[src/rtl/ps2_host_tx.sv]
// ps2_host_tx -- PS/2 host-to-device command transmitter.
//
// Sends one command byte to a PS/2 device: holds the clock line low to
// inhibit the device, issues request-to-send, shifts out 8 data bits
// (LSB first), odd parity and the stop bit on device-generated clock falls,
// then checks the device ack and waits for the bus to go idle.
//
// Both PS/2 lines are open-collector: the *_oe outputs pull the line low
// when high and release it when low.
//
// Optional feature: define PS2_TX_TIMEOUT_EN to add a watchdog that aborts
// the frame if the device does not finish within TIMEOUT_CYCLES clk cycles
// of request-to-send.
module ps2_host_tx #(
    parameter int unsigned INHIBIT_CYCLES = 10000,
    parameter int unsigned TIMEOUT_CYCLES = 2000000
) (
    input  logic       clk,
    input  logic       reset,
    input  logic [7:0] dato,
    input  logic       start,
    input  logic       ps2_clk_in,
    input  logic       ps2_data_in,
    output logic       ps2_clk_oe,
    output logic       ps2_data_oe,
    output logic       busy,
    output logic       done,
    output logic       error
);

    typedef enum logic [2:0] {
        S_IDLE,
        S_INHIBIT,
        S_RTS,
        S_SHIFT,
        S_ACK,
        S_WAIT_IDLE
    } state_e;

    // The inhibit counter only has to reach INHIBIT_CYCLES-1.
    localparam int unsigned     INH_W    = (INHIBIT_CYCLES > 1) ? $clog2(INHIBIT_CYCLES) : 1;
    localparam logic [INH_W-1:0] INH_LAST = INH_W'(INHIBIT_CYCLES - 1);

    // The stop bit goes out on the tenth clock fall.
    localparam logic [3:0] LAST_EDGE = 4'd9;

    // ------------------------------------------------------------------
    // State and datapath registers
    // ------------------------------------------------------------------
    state_e           state_q, state_d;

    logic             clk_meta_q,  clk_meta_d;
    logic             clk_sync_q,  clk_sync_d;
    logic             clk_prev_q,  clk_prev_d;
    logic             data_meta_q, data_meta_d;
    logic             data_sync_q, data_sync_d;

    logic [INH_W-1:0] inh_cnt_q,   inh_cnt_d;
    logic [3:0]       bit_cnt_q,   bit_cnt_d;
    // Frame image {stop, parity, data[7:0], start}; bit 0 is on the wire.
    logic [10:0]      sr_q,        sr_d;

    logic             busy_q,      busy_d;
    logic             done_q,      done_d;
    logic             error_q,     error_d;

`ifdef PS2_TX_TIMEOUT_EN
    localparam int unsigned    WD_W    = (TIMEOUT_CYCLES > 1) ? $clog2(TIMEOUT_CYCLES) : 1;
    localparam logic [WD_W-1:0] WD_LAST = WD_W'(TIMEOUT_CYCLES - 1);

    logic [WD_W-1:0] wd_cnt_q, wd_cnt_d;
    logic            wd_active;
    logic            wd_expire;
`endif

    // Events derived from the synchronized bus lines.
    logic clk_fall;
    logic ack_fail;
    logic frame_done;

    assign clk_fall   = clk_prev_q & ~clk_sync_q;
    assign ack_fail   = (state_q == S_ACK) & clk_fall & data_sync_q;
    assign frame_done = (state_q == S_WAIT_IDLE) & clk_sync_q & data_sync_q;

`ifdef PS2_TX_TIMEOUT_EN
    // The watchdog runs from request-to-send until the frame resolves.
    assign wd_active = (state_q == S_RTS) | (state_q == S_SHIFT) |
                       (state_q == S_ACK) | (state_q == S_WAIT_IDLE);
    assign wd_expire = wd_active & (wd_cnt_q == WD_LAST);
`endif

    // State register and all datapath flops; reset wins over any pending start.
    always_ff @(posedge clk) begin
        // NOTE: sequential state uses non-blocking assignments so every flop
        // samples the pre-edge value of every other flop, as hardware does.
        if (reset) begin
            state_q     <= S_IDLE;
            clk_meta_q  <= 1'b1;
            clk_sync_q  <= 1'b1;
            clk_prev_q  <= 1'b1;
            data_meta_q <= 1'b1;
            data_sync_q <= 1'b1;
            inh_cnt_q   <= '0;
            bit_cnt_q   <= '0;
            sr_q        <= '0;
            busy_q      <= 1'b0;
            done_q      <= 1'b0;
            error_q     <= 1'b0;
`ifdef PS2_TX_TIMEOUT_EN
            wd_cnt_q    <= '0;
`endif
        end else begin
            state_q     <= state_d;
            clk_meta_q  <= clk_meta_d;
            clk_sync_q  <= clk_sync_d;
            clk_prev_q  <= clk_prev_d;
            data_meta_q <= data_meta_d;
            data_sync_q <= data_sync_d;
            inh_cnt_q   <= inh_cnt_d;
            bit_cnt_q   <= bit_cnt_d;
            sr_q        <= sr_d;
            busy_q      <= busy_d;
            done_q      <= done_d;
            error_q     <= error_d;
`ifdef PS2_TX_TIMEOUT_EN
            wd_cnt_q    <= wd_cnt_d;
`endif
        end
    end

    // Next-state logic for the transmit sequence.
    always_comb begin
        // NOTE: a default assignment before the case keeps every path
        // assigned, so no latch is inferred for state_d.
        state_d = state_q;
        unique case (state_q)
            S_IDLE:      if (start) state_d = S_INHIBIT;
            S_INHIBIT:   if (inh_cnt_q == INH_LAST) state_d = S_RTS;
            S_RTS:       state_d = S_SHIFT;
            S_SHIFT:     if (clk_fall && (bit_cnt_q == LAST_EDGE)) state_d = S_ACK;
            S_ACK:       if (clk_fall) state_d = data_sync_q ? S_IDLE : S_WAIT_IDLE;
            S_WAIT_IDLE: if (clk_sync_q && data_sync_q) state_d = S_IDLE;
            default:     state_d = S_IDLE;
        endcase
`ifdef PS2_TX_TIMEOUT_EN
        // A frame that completes on the expiry cycle still counts as done.
        if (wd_expire && !frame_done) state_d = S_IDLE;
`endif
    end

    // Datapath: synchronizers, counters, frame shifter and status flags.
    always_comb begin
        clk_meta_d  = ps2_clk_in;
        clk_sync_d  = clk_meta_q;
        clk_prev_d  = clk_sync_q;
        data_meta_d = ps2_data_in;
        data_sync_d = data_meta_q;

        inh_cnt_d = '0;
        if ((state_q == S_INHIBIT) && (inh_cnt_q != INH_LAST)) begin
            inh_cnt_d = inh_cnt_q + INH_W'(1);
        end

        bit_cnt_d = bit_cnt_q;
        if (state_q == S_IDLE) begin
            bit_cnt_d = '0;
        end else if ((state_q == S_SHIFT) && clk_fall) begin
            bit_cnt_d = bit_cnt_q + 4'd1;
        end

        sr_d = sr_q;
        if ((state_q == S_IDLE) && start) begin
            // Odd parity: the parity bit makes the 9-bit total odd.
            sr_d = {1'b1, ~^dato, dato, 1'b0};
        end else if ((state_q == S_SHIFT) && clk_fall) begin
            sr_d = {1'b1, sr_q[10:1]};
        end

        busy_d  = (state_d != S_IDLE);
        done_d  = frame_done;
        error_d = ack_fail;
`ifdef PS2_TX_TIMEOUT_EN
        error_d = ack_fail | (wd_expire & ~frame_done);

        wd_cnt_d = '0;
        if (wd_active && !wd_expire) begin
            wd_cnt_d = wd_cnt_q + WD_W'(1);
        end
`endif
    end

    // Line drivers decoded from the current state.
    always_comb begin
        ps2_clk_oe  = 1'b0;
        ps2_data_oe = 1'b0;
        unique case (state_q)
            S_INHIBIT: ps2_clk_oe  = 1'b1;
            S_RTS:     ps2_data_oe = ~sr_q[0];
            S_SHIFT:   ps2_data_oe = ~sr_q[0];
            default: begin
                ps2_clk_oe  = 1'b0;
                ps2_data_oe = 1'b0;
            end
        endcase
    end

    assign busy  = busy_q;
    assign done  = done_q;
    assign error = error_q;

endmodule

[config.mk]
export PLATFORM = sky130hd
export DESIGN_NAME = ps2_host_tx
export DESIGN_NICKNAME = d
export VERILOG_FILES = /design/src/rtl/ps2_host_tx.sv
export SDC_FILE = /design/constraint.sdc
export NUM_CORES = 1
export LEC_CHECK = 0
export CORE_MARGIN = 2
export CORE_UTILIZATION = 58
export CTS_BUF_LIST = sky130_fd_sc_hd__clkbuf_8
export DETAILED_ROUTE_END_ITERATION = 10
export MAX_ROUTING_LAYER = met4
export PLACE_DENSITY = 0.83
export SYNTH_ARGS = -nofsm -noshare
export SYNTH_HDL_FRONTEND = slang
export SYNTH_SLANG_ARGS = --single-unit
[constraint.sdc]
create_clock -name clk -period 2.1 [get_ports clk]
set_input_delay 0.21 -clock clk [delete_from_list [all_inputs] [get_ports clk]]
set_output_delay 0.21 -clock clk [all_outputs]
set_load 0.01 [all_outputs]
==> insert_results.sql <==
INSERT INTO impl_metrics (metric_group, metric, value, unit) VALUES
('synthesis', 'syn-mean-instance-area', '9.51', 'sq um'),
('routing', 'routed_wl', '3560', 'um'),
('critical_path', 'critical_path.max_stage_delay', '0.60', 'ns'),
('outcome', 'status', 'completed', ''),
('run', 'max-cap-violations', '0', ''),
('timing', 'worst-slew-pin-transition', '0.527', 'ns'),
('clock_network', 'clk_pin_slew_worst_paths', '0.07', 'ns'),
('clock_network', 'clock_latency', '0.30', 'ns'),
('critical_path', 'critical_path.reg2reg.startpoint', 'inh_cnt_q[5]', ''),
('routing', 'post_drt_via_cell_ratio', '5.68', ''),
('synthesis', 'synth.top_cell.area_share', '44.3', '%'),
('power', 'p_leak', '0.000721', 'uW'),
('critical_path', 'worst-r2r-cell-count', '4', ''),
('timing', 'final-setup-viol-count', '0', ''),
('timing', 'timing_max_transition_violations_final', '0', ''),
('critical_path', 'critPathMaxFanout', '10', ''),
('routing', 'drt.antenna.violating_nets', '0', ''),
('routing', 'drtPass1Iterations', '4', ''),
('floorplanning', 'start_util', '60.2', '%'),
('global_route', 'groute.usage.overall', '24.3', '%'),
('timing', 'max_slew_margin', '64.8', '%'),
('floorplanning', 'boundaryPins', '18', ''),
('critical_path', 'timing.rr.end', 'inh_cnt_q[5]', ''),
('final_layout', 'final_layout_size_suffix_gt1_share', '16.4', '%'),
('synthesis', 'syn-cell-area', '0.00181', 'sq mm'),
('global_route', 'vias_in_the_first_global_route', '1370', ''),
('final_layout', 'antenna-diode-count', '0', ''),
('clock_network', 'htree_levels', '2', ''),
('final_layout', 'layout.nets', '228', ''),
('final_layout', 'area_growth', '18.1', '%'),
('synthesis', 'synth_fp_nets', '206', ''),
('clock_network', 'tritoncts_clock_tree', 'done', ''),
('floorplanning', 'fp.dieH', '59.8', 'um'),
('hold_path', 'timing.hold.worst.class', 'reg -> reg', ''),
('floorplanning', 'die_w', '59.8', 'um'),
('timing', 'max_clock_freq', '0.515', 'GHz'),
('routing', 'drt_iter0_markers', '51', ''),
('clock_network', 'clock_tree.root_cell', 'clkbuf_8', ''),
('critical_path', 'crit_end_element', 'output pin', ''),
('placed_design', 'final_weighted_congestion_in_routability_driven_placement', '0.818', ''),
('synthesis', 'ys_seq_area_share', '44.3', '%'),
('routing', 'drcViolationCount', '0', ''),
('synthesis', 'synth_edf_count', '0', ''),
('critical_path', 'timing.critical_path.slowest_stage_cell', 'clkdlybuf4s50_1', ''),
('timing', 'final_min_period_over_clock_period', '92.4', '%'),
('clock_network', 'cts-hold-fix-buffers', '0', ''),
('power', 'ir_drop', '0.000764', 'V'),
('global_route', 'grt_overflow_total', '0', ''),
('clock_network', 'cts.path.max_buffers', '2', ''),
('clock_network', 'tritoncts_buffer_count', '5', ''),
('clock_network', 'cts_setup_buffers', '0', ''),
('synthesis', 'synth_seq_cells', '40', ''),
('critical_path', 'critical_path_arrival', '1.73', 'ns'),
('placed_design', 'port-buffer-count', '17', ''),
('placed_design', 'hpwl', '2520', 'um'),
('global_route', 'pin_count_of_the_biggest_net_entering_global_routing', '18', ''),
('critical_path', 'crit_required', '1.89', 'ns'),
('critical_path', 'cp-endpoint', 'ps2_clk_oe', ''),
('timing', 'fin_skew', '0.00965', 'ns'),
('floorplanning', 'core-area', '0.00300', 'sq mm'),
('critical_path', 'regToRegSetupSlack', '0.21', 'ns'),
('routing', 'routed-via-count', '1398', ''),
('global_route', 'global_route_wire_length_before_repair', '6180', 'um'),
('timing', 'setup_tns', '0', 'ns'),
('timing', 'timing.final.hold_violations', '0', ''),
('synthesis', 'synth-main-ff-cell', 'dfxtp_1', ''),
('routing', 'route.detailed.wl_per_inst', '14.5', 'um'),
('timing', 'unrepaired_setup_endpoints_after_global_routing', 'no', ''),
('floorplanning', 'die_area', '0.00358', 'sq mm'),
('global_route', 'grt_antenna_before_repair', '0', ''),
('synthesis', 'synthCells', '190', '');
[cell usage in the layout, fill, tap and decap left out, types with 4 or more instances in the layout]
cell,Yosys,routed
xnor2_1,16,16
nand2_1,8,8
nand4_1,4,4
a211oi_1,9,9
mux2i_1,9,9
xor2_1,6,6
or2_2,6,6
nor2_1,22,22
clkdlybuf4s50_1,0,17
dfxtp_1,40,40
inv_1,4,4
nand3_1,6,6
clkbuf_8,0,7
nor2_2,10,10
nor3_1,9,9
buf_4,1,5
[synth_stat cells, types with 6 or more instances]
library cell,count
dfxtp_1,40
mux2i_1,9
nand3_1,6
nor2_1,22
xor2_1,6
nor2_2,10
nor3_1,9
xnor2_1,16
or2_2,6
a211oi_1,9
nand2_1,8
[state kept, by name (all words and copies together), names as in the netlist]
name	flops
data_sync_q	1
inh_cnt_q	14
done	1
busy	1
error	1
data_meta_q	1
clk_prev_d	1
clk_meta_q	1
clk_prev_q	1
sr_q	11
state_q	3
bit_cnt_q	4
[where the power goes]
| part | switching [uW] | internal [uW] | leakage, uW | total (uW) |
|---|---|---|---|---|
| logic | 66.6 | 73.2 | 0.000330 | 140 |
| clock network | 262 | 419 | 0.0000645 | 681 |
| registers | 18.8 | 785 | 0.000326 | 804 |
| total | 347 | 1280 | 0.000721 | 1620 |
[logic make-up after synthesis]
group,synth area share [%]
buf+inv,3.53
fa+ha+maj,2.08
mux,4.99
compound gates,8.80
simple gates,25.6
flops,44.3
xor+xnor,10.7
[layer usage]
layer  routed length [um]  up-vias  GRT usage, %
met1                 1570      663          26.2
met4                   59        0          10.2
met5                    0        -             -
met3                  140        6          7.58
li1                     -      699             -
met2                 1800       30          41.0
[per-stage QoR]
step | util (%) | hold WS [ns] | instances | setup slack [ns] | instance area (sq um)
floorplan | - | 0.314 | 190 | 0.311 | 1810
detailed placement | 66.8 | 0.403 | 238 | 0.217 | 2010
global placement | 66.8 | 0.400 | 238 | 0.304 | 2010
finish | 71.0 | 0.422 | 246 | 0.160 | 2130
global route | 71.0 | 0.429 | 246 | 0.0549 | 2130
CTS | 71.0 | 0.423 | 246 | 0.158 | 2130
[worst max-delay path: cells and delay by family (launching register included)]
| family | cells | cell delay (ns) |
|---|---|---|
| buf+inv | 1 | 0.60 |
| flops | 1 | 0.50 |
| simple gates | 1 | 0.34 |
[area by class of cell]
type                       instances  area (sq um)
sequential                        40           801
clock buffer                       7          96.3
tap                               33          41.3
clock inverter                     1          30.0
inverter                           4          15.0
fill                             214           870
multi-input combinational        139           942
timing repair buffer              22           208
[how the worst min path moves through the flow]
stage	from	end	slack (ns)	cells past startpoint
6_report	clk_meta_q	clk_prev_d	0.42	1
5_1_grt	clk_meta_q	clk_prev_d	0.43	1
4_1_cts	clk_meta_q	clk_prev_d	0.42	1
3_5_place_dp	clk_meta_q	clk_prev_d	0.40	1
3_3_place_gp	clk_meta_q	clk_prev_d	0.40	1
2_1_floorplan	ps2_clk_in	clk_meta_q	0.31	1
(Power assumes the default switching activity.)
